[config.mk]
export PLATFORM = sky130hd
export DESIGN_NAME = sata_link_layer_write_flat
export DESIGN_NICKNAME = d
export VERILOG_FILES = /design/src/rtl/sata_link_layer_write_pkg.sv /design/src/rtl/sata_link_layer_write_if.sv /design/src/rtl/sata_link_layer_write_lfsr.sv /design/src/rtl/sata_link_layer_write.sv /design/src/flat_wrapper.sv
export SDC_FILE = /design/constraint.sdc
export NUM_CORES = 1
export LEC_CHECK = 0
export ABC_CLOCK_PERIOD_IN_PS = 9960
export CORE_AREA = 2 2 127 129
export CTS_BUF_LIST = sky130_fd_sc_hd__clkbuf_4
export DETAILED_ROUTE_END_ITERATION = 10
export DIE_AREA = 0 0 129 131
export PLACE_DENSITY = 0.95
export RECOVER_POWER = 100
export SETUP_SLACK_MARGIN = 0.15
export SYNTH_ARGS = -nofsm -noshare
export SYNTH_HDL_FRONTEND = slang
export SYNTH_SLANG_ARGS = --single-unit
[constraint.sdc]
create_clock -name clk -period 9.96 [get_ports clk]
set_input_delay 1.494 -clock clk [delete_from_list [all_inputs] [get_ports clk]]
set_output_delay 1.494 -clock clk [all_outputs]
set_load 0.1 [all_outputs]
[src/rtl/sata_link_layer_write_pkg.sv]
// Shared definitions for the SATA link-layer transmit (write) path.
// Contents: primitive dword encodings, state encodings, CRC/scrambler
// constants and the helper functions that advance the CRC and the scrambler.
package sata_link_layer_write_pkg;

    // Primitive dwords (K28.3/K28.5 lead byte in bits [7:0])
    localparam logic [31:0] PRIM_ALIGN = 32'h7B4A_4ABC;
    localparam logic [31:0] PRIM_SYNC  = 32'hB5B5_957C;
    localparam logic [31:0] PRIM_X_RDY = 32'h5757_B57C;
    localparam logic [31:0] PRIM_R_RDY = 32'h4A4A_957C;
    localparam logic [31:0] PRIM_SOF   = 32'h3737_B57C;
    localparam logic [31:0] PRIM_EOF   = 32'hD5D5_B57C;
    localparam logic [31:0] PRIM_WTRM  = 32'h5858_B57C;
    localparam logic [31:0] PRIM_HOLD  = 32'hD5D5_AA7C;
    localparam logic [31:0] PRIM_HOLDA = 32'h9595_AA7C;
    localparam logic [31:0] PRIM_R_OK  = 32'h3535_B57C;
    localparam logic [31:0] PRIM_R_ERR = 32'h5656_B57C;

    // Frame CRC: non-reflected CRC-32, no final inversion
    localparam logic [31:0] CRC_SEED = 32'h5232_5032;
    localparam logic [31:0] CRC_POLY = 32'h04C1_1DB7;

    // Scrambler LFSR x^16+x^15+x^13+x^4+1
    localparam logic [15:0] SCR_SEED = 16'hFFFF;

    typedef enum logic [3:0] {
        ST_IDLE        = 4'd0,
        ST_SEND_XRDY   = 4'd1,
        ST_SEND_SOF    = 4'd2,
        ST_SEND_DATA   = 4'd3,
        ST_SEND_CRC    = 4'd4,
        ST_SEND_EOF    = 4'd5,
        ST_WAIT_STATUS = 4'd6,
        ST_SEND_SYNC   = 4'd7
    } lw_state_e;

    // Fold one dword into the CRC, MSB first
    function automatic logic [31:0] crc_step(input logic [31:0] crc, input logic [31:0] din);
        logic [31:0] c;
        c = crc ^ din;
        for (int k = 0; k < 32; k++) begin
            if (c[31]) begin
                c = {c[30:0], 1'b0} ^ CRC_POLY;
            end else begin
                c = {c[30:0], 1'b0};
            end
        end
        return c;
    endfunction

    // 32 scrambler bits from the current LFSR state; first bit lands in bit 31
    function automatic logic [31:0] scr_word(input logic [15:0] st);
        logic [15:0] r;
        logic [31:0] w;
        r = st;
        w = 32'h0000_0000;
        for (int k = 0; k < 32; k++) begin
            w[31-k] = r[15];
            r = {r[14:0], r[15] ^ r[14] ^ r[12] ^ r[3]};
        end
        return w;
    endfunction

    // LFSR state after producing one 32-bit word
    function automatic logic [15:0] scr_next(input logic [15:0] st);
        logic [15:0] r;
        r = st;
        for (int k = 0; k < 32; k++) begin
            r = {r[14:0], r[15] ^ r[14] ^ r[12] ^ r[3]};
        end
        return r;
    endfunction

endpackage

[src/rtl/sata_link_layer_write_if.sv]
// Transport-side handshake between a dword source (master) and the link
// write path (slave): frame request, data stream with strobe, and the
// one-cycle completion/status pulses returned to the transport layer.
interface sata_link_layer_write_if #(
    parameter int COUNT_WIDTH = 14
);
    logic                   write_start;
    logic [COUNT_WIDTH-1:0] write_count;
    logic [31:0]            write_data;
    logic                   write_data_ready;
    logic                   write_strobe;
    logic                   write_finished;
    logic                   xmit_ok;
    logic                   xmit_err;
    logic                   remote_abort;
    logic                   xrdy_collision;

    modport master (
        output write_start, write_count, write_data, write_data_ready,
        input  write_strobe, write_finished, xmit_ok, xmit_err,
               remote_abort, xrdy_collision
    );

    modport slave (
        input  write_start, write_count, write_data, write_data_ready,
        output write_strobe, write_finished, xmit_ok, xmit_err,
               remote_abort, xrdy_collision
    );
endinterface

[src/rtl/sata_link_layer_write_lfsr.sv]
// Frame CRC generator and data scrambler for the link write path.
// Ports: clk, rst_n (async), srst (sync, held while the link is idle),
// crc_en/crc_din fold an unscrambled dword into the CRC, scr_en advances
// the scrambler by one word, crc_dout is the running CRC, scr_dout the
// scrambler word to XOR onto the next data/CRC dword.
module sata_link_layer_write_lfsr
    import sata_link_layer_write_pkg::*;
(
    input  logic        clk,
    input  logic        rst_n,
    input  logic        srst,
    input  logic        crc_en,
    input  logic [31:0] crc_din,
    input  logic        scr_en,
    output logic [31:0] crc_dout,
    output logic [31:0] scr_dout
);

    logic [31:0] crc_r;
    logic [15:0] scr_r;

    // Running CRC over the unscrambled payload
    always_ff @(posedge clk or negedge rst_n) begin
        if (!rst_n) begin
            crc_r <= CRC_SEED;
        end else if (srst) begin
            crc_r <= CRC_SEED;
        end else if (crc_en) begin
            crc_r <= crc_step(crc_r, crc_din);
        end else begin
            crc_r <= crc_r;
        end
    end

    // Scrambler state, one step per data or CRC dword
    always_ff @(posedge clk or negedge rst_n) begin
        if (!rst_n) begin
            scr_r <= SCR_SEED;
        end else if (srst) begin
            scr_r <= SCR_SEED;
        end else if (scr_en) begin
            scr_r <= scr_next(scr_r);
        end else begin
            scr_r <= scr_r;
        end
    end

    assign crc_dout = crc_r;
    assign scr_dout = scr_word(scr_r);

endmodule

[src/rtl/sata_link_layer_write.sv]
// SATA link layer, transmit half. Turns a transport dword stream into
// X_RDY, SOF, (scrambled) data, (scrambled) CRC, EOF, WTRM and waits for
// R_OK/R_ERR from the remote end.
// Ports: clk/rst_n; phy_ready (ALIGN slot when low); en gates leaving IDLE;
// sync_escape transport abort; is_device role; data_scrambler_en;
// detect_* primitive detects from the rx path; wr = transport handshake
// (slave side); tx_dout/tx_is_k registered dword to phy; idle and
// lax_w_state for the link mux and debug.
module sata_link_layer_write
    import sata_link_layer_write_pkg::*;
#(
    parameter int COUNT_WIDTH = 14
)
(
    input  logic                          clk,
    input  logic                          rst_n,
    input  logic                          phy_ready,
    input  logic                          en,
    output logic                          idle,
    input  logic                          sync_escape,
    input  logic                          is_device,
    input  logic                          data_scrambler_en,
    input  logic                          detect_sync,
    input  logic                          detect_r_rdy,
    input  logic                          detect_r_ip,
    input  logic                          detect_r_ok,
    input  logic                          detect_r_err,
    input  logic                          detect_hold,
    input  logic                          detect_holda,
    input  logic                          detect_x_rdy,
    sata_link_layer_write_if.slave        wr,
    output logic [31:0]                   tx_dout,
    output logic                          tx_is_k,
    output logic [3:0]                    lax_w_state
);

    localparam logic [COUNT_WIDTH-1:0] CNT_ZERO = {COUNT_WIDTH{1'b0}};
    localparam logic [COUNT_WIDTH-1:0] CNT_ONE  = {{(COUNT_WIDTH-1){1'b0}}, 1'b1};

    lw_state_e              state_r, state_s;
    logic [COUNT_WIDTH-1:0] count_r, count_s;
    logic [31:0]            tx_dout_r, tx_dout_s;
    logic                   tx_is_k_r, tx_is_k_s;
    logic                   finished_r, finished_s;
    logic                   ok_r, ok_s;
    logic                   err_r, err_s;
    logic                   abort_r, abort_s;
    logic                   coll_r, coll_s;
    logic                   strobe_s, crc_en_s, scr_en_s;
    logic                   abortable_s;
    logic [31:0]            crc_dout_s, scr_dout_s, data_word_s, crc_word_s;
    logic                   unused_s;

    // R_IP and HOLDA from the remote need no action on the transmit side
    assign unused_s = detect_r_ip ^ detect_holda;

    sata_link_layer_write_lfsr u_lfsr (
        .clk      (clk),
        .rst_n    (rst_n),
        .srst     (state_r == ST_IDLE),
        .crc_en   (crc_en_s),
        .crc_din  (wr.write_data),
        .scr_en   (scr_en_s),
        .crc_dout (crc_dout_s),
        .scr_dout (scr_dout_s)
    );

    assign data_word_s = data_scrambler_en ? (wr.write_data ^ scr_dout_s) : wr.write_data;
    assign crc_word_s  = data_scrambler_en ? (crc_dout_s ^ scr_dout_s)    : crc_dout_s;
    assign abortable_s = (state_r != ST_IDLE) && (state_r != ST_SEND_SYNC);

    // Next state, next tx dword and per-cycle strobes
    always_comb begin
        state_s    = state_r;
        count_s    = count_r;
        tx_dout_s  = tx_dout_r;
        tx_is_k_s  = tx_is_k_r;
        finished_s = 1'b0;
        ok_s       = 1'b0;
        err_s      = 1'b0;
        abort_s    = 1'b0;
        coll_s     = 1'b0;
        strobe_s   = 1'b0;
        crc_en_s   = 1'b0;
        scr_en_s   = 1'b0;

        // Aborts act even in an ALIGN slot; the tx register only moves when the phy takes a dword
        if (abortable_s && sync_escape) begin
            state_s = ST_SEND_SYNC;
            if (phy_ready) begin
                tx_dout_s = PRIM_SYNC;
                tx_is_k_s = 1'b1;
            end else begin
                tx_dout_s = tx_dout_r;
            end
        end else if (abortable_s && detect_sync) begin
            abort_s = 1'b1;
            state_s = ST_IDLE;
            if (phy_ready) begin
                tx_dout_s = PRIM_SYNC;
                tx_is_k_s = 1'b1;
            end else begin
                tx_dout_s = tx_dout_r;
            end
        end else if (phy_ready) begin
            tx_is_k_s = 1'b1;
            case (state_r)
                ST_IDLE: begin
                    tx_dout_s = PRIM_SYNC;
                    if (wr.write_start && en) begin
                        if (wr.write_count == CNT_ZERO) begin
                            finished_s = 1'b1;
                        end else begin
                            count_s = wr.write_count;
                            state_s = ST_SEND_XRDY;
                        end
                    end else begin
                        state_s = ST_IDLE;
                    end
                end
                ST_SEND_XRDY: begin
                    tx_dout_s = PRIM_X_RDY;
                    if (detect_r_rdy) begin
                        state_s = ST_SEND_SOF;
                    end else if (detect_x_rdy && is_device) begin
                        // Device yields to the host; source must re-request the frame
                        coll_s    = 1'b1;
                        state_s   = ST_IDLE;
                        tx_dout_s = PRIM_SYNC;
                    end else begin
                        state_s = ST_SEND_XRDY;
                    end
                end
                ST_SEND_SOF: begin
                    tx_dout_s = PRIM_SOF;
                    state_s   = ST_SEND_DATA;
                end
                ST_SEND_DATA: begin
                    if (detect_hold) begin
                        tx_dout_s = PRIM_HOLDA;
                    end else if (!wr.write_data_ready) begin
                        tx_dout_s = PRIM_HOLD;
                    end else begin
                        tx_dout_s = data_word_s;
                        tx_is_k_s = 1'b0;
                        strobe_s  = 1'b1;
                        crc_en_s  = 1'b1;
                        scr_en_s  = 1'b1;
                        count_s   = count_r - CNT_ONE;
                        if (count_r == CNT_ONE) begin
                            state_s = ST_SEND_CRC;
                        end else begin
                            state_s = ST_SEND_DATA;
                        end
                    end
                end
                ST_SEND_CRC: begin
                    tx_dout_s = crc_word_s;
                    tx_is_k_s = 1'b0;
                    scr_en_s  = 1'b1;
                    state_s   = ST_SEND_EOF;
                end
                ST_SEND_EOF: begin
                    tx_dout_s = PRIM_EOF;
                    state_s   = ST_WAIT_STATUS;
                end
                ST_WAIT_STATUS: begin
                    tx_dout_s = PRIM_WTRM;
                    if (detect_r_ok) begin
                        ok_s       = 1'b1;
                        finished_s = 1'b1;
                        state_s    = ST_SEND_SYNC;
                        tx_dout_s  = PRIM_SYNC;
                    end else if (detect_r_err) begin
                        err_s      = 1'b1;
                        finished_s = 1'b1;
                        state_s    = ST_SEND_SYNC;
                        tx_dout_s  = PRIM_SYNC;
                    end else begin
                        state_s = ST_WAIT_STATUS;
                    end
                end
                ST_SEND_SYNC: begin
                    tx_dout_s = PRIM_SYNC;
                    if (detect_sync) begin
                        state_s = ST_IDLE;
                    end else begin
                        state_s = ST_SEND_SYNC;
                    end
                end
                default: begin
                    tx_dout_s = PRIM_SYNC;
                    state_s   = ST_IDLE;
                end
            endcase
        end else begin
            state_s = state_r;
        end
    end

    // State, counter, tx dword and status pulse registers
    always_ff @(posedge clk or negedge rst_n) begin
        if (!rst_n) begin
            state_r    <= ST_IDLE;
            count_r    <= CNT_ZERO;
            tx_dout_r  <= PRIM_SYNC;
            tx_is_k_r  <= 1'b1;
            finished_r <= 1'b0;
            ok_r       <= 1'b0;
            err_r      <= 1'b0;
            abort_r    <= 1'b0;
            coll_r     <= 1'b0;
        end else begin
            state_r    <= state_s;
            count_r    <= count_s;
            tx_dout_r  <= tx_dout_s;
            tx_is_k_r  <= tx_is_k_s;
            finished_r <= finished_s;
            ok_r       <= ok_s;
            err_r      <= err_s;
            abort_r    <= abort_s;
            coll_r     <= coll_s;
        end
    end

    assign idle              = (state_r == ST_IDLE);
    assign lax_w_state       = state_r;
    assign tx_dout           = tx_dout_r;
    assign tx_is_k           = tx_is_k_r;
    assign wr.write_strobe   = strobe_s;
    assign wr.write_finished = finished_r;
    assign wr.xmit_ok        = ok_r;
    assign wr.xmit_err       = err_r;
    assign wr.remote_abort   = abort_r;
    assign wr.xrdy_collision = coll_r;

endmodule

[src/flat_wrapper.sv]
// flat-port wrapper written by rule: the top's interface ports become plain ports
module sata_link_layer_write_flat import sata_link_layer_write_pkg::*;
#(
    parameter int COUNT_WIDTH = 14
)
  (clk, rst_n, phy_ready, en, idle, sync_escape, is_device, data_scrambler_en, detect_sync, detect_r_rdy, detect_r_ip, detect_r_ok, detect_r_err, detect_hold, detect_holda, detect_x_rdy, tx_dout, tx_is_k, lax_w_state, wr_write_start, wr_write_count, wr_write_data, wr_write_data_ready, wr_write_strobe, wr_write_finished, wr_xmit_ok, wr_xmit_err, wr_remote_abort, wr_xrdy_collision);
  sata_link_layer_write_if #(.COUNT_WIDTH(COUNT_WIDTH)) wr_i ();
  input  logic clk;
  input  logic rst_n;
  input  logic phy_ready;
  input  logic en;
  output logic idle;
  input  logic sync_escape;
  input  logic is_device;
  input  logic data_scrambler_en;
  input  logic detect_sync;
  input  logic detect_r_rdy;
  input  logic detect_r_ip;
  input  logic detect_r_ok;
  input  logic detect_r_err;
  input  logic detect_hold;
  input  logic detect_holda;
  input  logic detect_x_rdy;
  output logic [31:0] tx_dout;
  output logic tx_is_k;
  output logic [3:0] lax_w_state;
  input wire logic [$bits(wr_i.write_start)-1:0] wr_write_start;
  input wire logic [$bits(wr_i.write_count)-1:0] wr_write_count;
  input wire logic [$bits(wr_i.write_data)-1:0] wr_write_data;
  input wire logic [$bits(wr_i.write_data_ready)-1:0] wr_write_data_ready;
  output wire logic [$bits(wr_i.write_strobe)-1:0] wr_write_strobe;
  output wire logic [$bits(wr_i.write_finished)-1:0] wr_write_finished;
  output wire logic [$bits(wr_i.xmit_ok)-1:0] wr_xmit_ok;
  output wire logic [$bits(wr_i.xmit_err)-1:0] wr_xmit_err;
  output wire logic [$bits(wr_i.remote_abort)-1:0] wr_remote_abort;
  output wire logic [$bits(wr_i.xrdy_collision)-1:0] wr_xrdy_collision;
  assign wr_i.write_start = wr_write_start;
  assign wr_i.write_count = wr_write_count;
  assign wr_i.write_data = wr_write_data;
  assign wr_i.write_data_ready = wr_write_data_ready;
  assign wr_write_strobe = wr_i.write_strobe;
  assign wr_write_finished = wr_i.write_finished;
  assign wr_xmit_ok = wr_i.xmit_ok;
  assign wr_xmit_err = wr_i.xmit_err;
  assign wr_remote_abort = wr_i.remote_abort;
  assign wr_xrdy_collision = wr_i.xrdy_collision;
  sata_link_layer_write #(.COUNT_WIDTH(COUNT_WIDTH)) u_core (.clk(clk), .rst_n(rst_n), .phy_ready(phy_ready), .en(en), .idle(idle), .sync_escape(sync_escape), .is_device(is_device), .data_scrambler_en(data_scrambler_en), .detect_sync(detect_sync), .detect_r_rdy(detect_r_rdy), .detect_r_ip(detect_r_ip), .detect_r_ok(detect_r_ok), .detect_r_err(detect_r_err), .detect_hold(detect_hold), .detect_holda(detect_holda), .detect_x_rdy(detect_x_rdy), .wr(wr_i), .tx_dout(tx_dout), .tx_is_k(tx_is_k), .lax_w_state(lax_w_state));
endmodule
* After elaboration in Yosys (flattened, before gate mapping)
Cells that the tools add are included.
Word-level totals: register bits 104, logic and storage cells 348
Cells by class: add/subtract/negate cells 1, equality and inequality tests 16, muxes and demuxes 173, bitwise gates (word level) 133, reduce and logical (&&, ||, !) cells 14
Operators with widths (number):
- 2-to-1 mux 32 bit | 76
- 2-to-1 mux 27 bit | 32
- inverter 14 bit | 32
- one-hot mux 32 bit (6 select lines) | 1
- XOR 1 bit | 96
- XOR 32 bit | 3
- 2-to-1 mux 14 bit | 4
- 2-to-1 mux 1 bit | 42
- 2-to-1 mux 4 bit | 9
- 2-to-1 mux 16 bit | 2
- one-hot mux 4 bit (8 select lines) | 1
- one-hot mux 14 bit (2 select lines) | 1
- equality test 4 x 3 -> 1 bit (second input constant) | 4
- equality test 14 x 1 -> 1 bit (second input constant) | 1
- logical NOT 14 bit | 1
- subtractor 14 x 1 -> 14 bit (second input constant) | 1
- equality test 4 x 2 -> 1 bit (second input constant) | 2
- != test 4 x 2 -> 1 bit (second input constant) | 2
- AND reduction 8 bit | 1
- 2-to-1 mux 3 bit | 2
- != test 2 bit (second input constant) | 3
- one-hot mux 1 bit (2 select lines) | 3
- nonzero test 2 bit | 3
- logical AND 1 bit | 5
- 9 further kinds | 10

* Longest topological paths before layout
depth after elaboration 132, mapped depth 10, gate-level depth less buffers 9

* Hierarchy
Synthesis repeated with hierarchy kept, for this count alone.
Second synthesis, totals: cell total of the unflattened synthesis 980, area total of the unflattened synthesis 9949.5 µm²
Modules (own cells, without submodules):
- sata_link_layer_write_lfsr | instances 1, cells each 533, area an instance 6100.9 µm², seq. area each 1234.9 µm²
- sata_link_layer_write | instances 1, cells each 447, area an instance 3848.7 µm², seq. area each 1401.3 µm²

* Worst setup path after synthesis
No wires, ideal clock.
path kind input to output, from input port detect_sync, to output port wr_write_strobe, arrival 3.408 ns, data required time 8.466 ns, slack 5.058 ns, stages 7, buffers on the path 2, cell sequence clkbuf_1 nor2_1 inv_1 a21boi_1 nand2_1 clkbuf_1 inv_1
Between the ends: longest elaborated chain between the ends 3
RTL lines:
- from (decl) | line flat_wrapper.sv:16 | input logic detect_sync;
- logical AND 1 bit | line sata_link_layer_write.sv:96 | end else if (abortable_s && detect_sync) begin
- 2-to-1 mux 1 bit | line sata_link_layer_write.sv:96
- 2-to-1 mux 1 bit | line sata_link_layer_write.sv:88 | if (abortable_s && sync_escape) begin
- to (decl) | line flat_wrapper.sv:31 | output wire logic [$bits(wr_i.write_strobe)-1:0] wr_write_strobe;
Every way passes these cells.

* Final worst setup path
Same ends and word-level chain as after synthesis.

==> impl_metrics.tcl <==
set metrics [dict create \
    cp_cell_sequence "dlygate4sd3_1 -> nor2_1 -> inv_1 -> a21boi_0 -> nand2_1 -> buf_4 -> inv_1 -> dlygate4sd3_1" \
    cts_hold_buf 0 \
    synth.net_count 1055 \
    hold_path.class "reg -> reg" \
    period_needed_ns 6.765 \
    wire_per_inst_um 22.82 \
    ys_warn_count 0 \
    ys_ff_latch 103 \
    slew_headroom_pct -129.3 \
    cts_resized 0 \
    vias_per_cell 6.291 \
    gp_congestion 1.028 \
    synth_adder_area_share_pct 0.2561 \
    post-synth-top-area-fraction_pct 19.18 \
    antenna_found_initial 0 \
    clock_latency_ns 0.50 \
    critPathCaptureType "primary output" \
    drtPass1Iterations 6 \
    cts_root_buffer "clkbuf_4" \
    avgSynthCellArea_um2 9.869 \
    clk_pin_slew_ns 0.17 \
    synthMuxAreaShare_pct 0.1153 \
    cts.sinks 103 \
    run_status "finished with violations" \
    synthArstFlopShare_pct 100.0 \
    die_x_um 129 \
    required_ns 8.47 \
    io_pins 107 \
    setup_viol 0 \
    h-tree-depth 3 \
    cts_tree "yes" \
    port_buffers 103 \
    cts_buffer_depth 2 \
    detailedRoute.firstIterationViolations 996 \
    tightest_slew_ns 3.439 \
    syn_area_mm2 0.009771 \
    hpwl_um 22040 \
    cp.arrival_ns 5.27 \
    rows 46 \
    violations "max-capacitance violations, max-slew violations" \
    synthFlopType "dfrtp_1" \
    drc_errors 0 \
    grt_max_degree 65 \
    worstSetupPathType "in -> out" \
    fmax_mhz 147.8 \
    core_area_mm2 0.01560 \
    initial_core_util_pct 62.64 \
    rsz0062_at_grt "false" \
    skew_ns 0.02466 \
    wirelength_um 29160 \
    synth-edff-count 0 \
    yosys-top-cells-area "xnor2_1 19%, dfrtp_1 14%, dfstp_2 13%" \
    crit_path_start_kind "primary input" \
    grt_pass1_vias 8035 \
    synth_xor_area_share_pct 46.24 \
    synthCells 990 \
    fin_tns_setup_ns 0 \
    slew_viol_final 184 \
    grt-ovfl-total 0 \
    areaGrowthSynthToFinish_pct 11.93 \
    layout_worst_path_cycle_share_pct 67.92 \
    crit_slowest_cell "dlygate4sd3_1" \
    grt_usage_pct 35.54 \
    dieHeight_um 131 \
    seq_area_frac_synth_pct 26.98 \
    hold_viol 0 \
    synth_cell_types 58 \
    synthSimpleGateAreaFrac_pct 8.734 \
    yosysTopAreaCell "xnor2_1" \
    grt_pass1_wl_um 44830 \
    max_cap_violations 4 \
    drive_above_1_share_pct 8.380 \
    critPathMaxFanout 60 \
    synth_compound_area_share_pct 14.44 \
    cts_buffers 9 \
    synth_top_family_by_area "XOR/XNOR gates" \
    slowest_delay_ns 1.23 \
    postRouteAntennaNets 0 \
    post_cts_buffers 0 \
    final_nets 1122 \
    antenna_cells 0 \
    via_count 8040 \
    die-area_mm2 0.01690 \
]
## final timing paths
path	start	end	slack (ns)	cells past startpoint
worst max-delay path	detect_sync	wr_write_strobe	3.20	8
worst min register to register	u_core.tx_dout[15]$_DFFE_PN1N_	u_core.tx_dout[15]$_DFFE_PN1N_	0.51	2
worst max register to register	u_core.u_lfsr.crc_dout[30]$_DFFE_PN1P_	u_core.u_lfsr.crc_dout[13]$_DFFE_PN0P_	4.37	9
max in group asynchronous	rst_n	u_core.u_lfsr.crc_dout[18]$_DFFE_PN0P_	4.26	2
worst min-delay path	u_core.tx_dout[15]$_DFFE_PN1N_	u_core.tx_dout[15]$_DFFE_PN1N_	0.51	2
min in group asynchronous	rst_n	u_core.tx_dout[25]$_DFFE_PN0N_	1.59	1
## Yosys cell counts (all sizes together), types with 8 or more instances
library cell,count
nor3,13
clkbuf,53
xnor3,52
o32a,8
o22a,11
nand3,30
xnor2,230
o21ai,77
nor2,48
xor2,98
o22ai,29
inv,26
a21oi,45
nand2,59
dfrtp,56
dfstp,47
o211ai,14
a31oi,11
## per-layer routing
layer | up-vias | track usage, % | share of wire [%]
li1 | 3539 | - | -
met1 | 3880 | 46.18 | 38
met2 | 510 | 58.54 | 47
met3 | 111 | 7.207 | 10
met4 | 0 | 14.77 | 4.8
met5 | - | 0 | 0
## critical path: cells and delay by family
family | cells | cell delay (ns)
AO/OA/AOI/OAI | 1 | 0.67
buffers and inverters | 5 | 2.58
AND/OR/NAND/NOR | 2 | 0.50
## cell type report
cell class / instances / area [µm²]
Inverter: 26 / 97.59
Clock inverter: 6 / 97.59
Sequential cell: 103 / 2636
Tap cell: 216 / 270.3
Multi-Input combinational cell: 805 / 6686
Fill cell: 1173 / 4661
Clock buffer: 10 / 75.07
Timing Repair Buffer: 112 / 1074
## metrics by stage
stage | worst slack [ns] | utilization [%] | hold slack [ns] | instances | cell area [µm²]
2_1_floorplan | 5.058 | - | 0.4498 | 990 | 9771
3_3_place_gp | 3.600 | 70.03 | 0.4683 | 1262 | 10920
3_5_place_dp | 3.577 | 70.03 | 0.4893 | 1262 | 10920
4_1_cts | 3.555 | 71.14 | 0.5140 | 1278 | 11100
5_1_grt | 2.955 | 70.12 | 0.5339 | 1278 | 10940
6_report | 3.195 | 70.12 | 0.5089 | 1278 | 10940
## cells by family after synthesis
family                     count (synthesis)
xor gates and xnor gates                 387
AOI/OAI and AO/OA                        227
other                                      1
and+or+nand+nor                          187
adders and majority gates                  2
DFF                                      103
buffers and inverters                     82
muxes                                      1
## flip-flops by register name, summed over array words and instances (netlist names)
signal and cells:
u_core.count_r 14, u_core.wr.xmit_ok 1, u_core.u_lfsr.crc_dout 32, u_core.u_lfsr.scr_r 16, u_core.wr.xrdy_collision 1, u_core.tx_dout 32
u_core.wr.xmit_err 1, u_core.wr.write_finished 1, u_core.wr.remote_abort 1, u_core.tx_is_k 1, u_core.lax_w_state 3
## cells in the final DEF, fill, tap and decap left out, drive strengths merged, types with 45 or more instances in the layout
master | Yosys | layout
dfstp | 47 | 47
nand2 | 59 | 59
xor2 | 98 | 98
clkdlybuf4s50 | 0 | 54
xnor3 | 52 | 52
o21ai | 77 | 77
dlygate4sd3 | 0 | 48
dfrtp | 56 | 56
a21oi | 45 | 45
nor2 | 48 | 48
xnor2 | 230 | 230
Power is not shown: default switching activity piles up to over one toggle a cycle in this logic, so the estimate is an artifact.
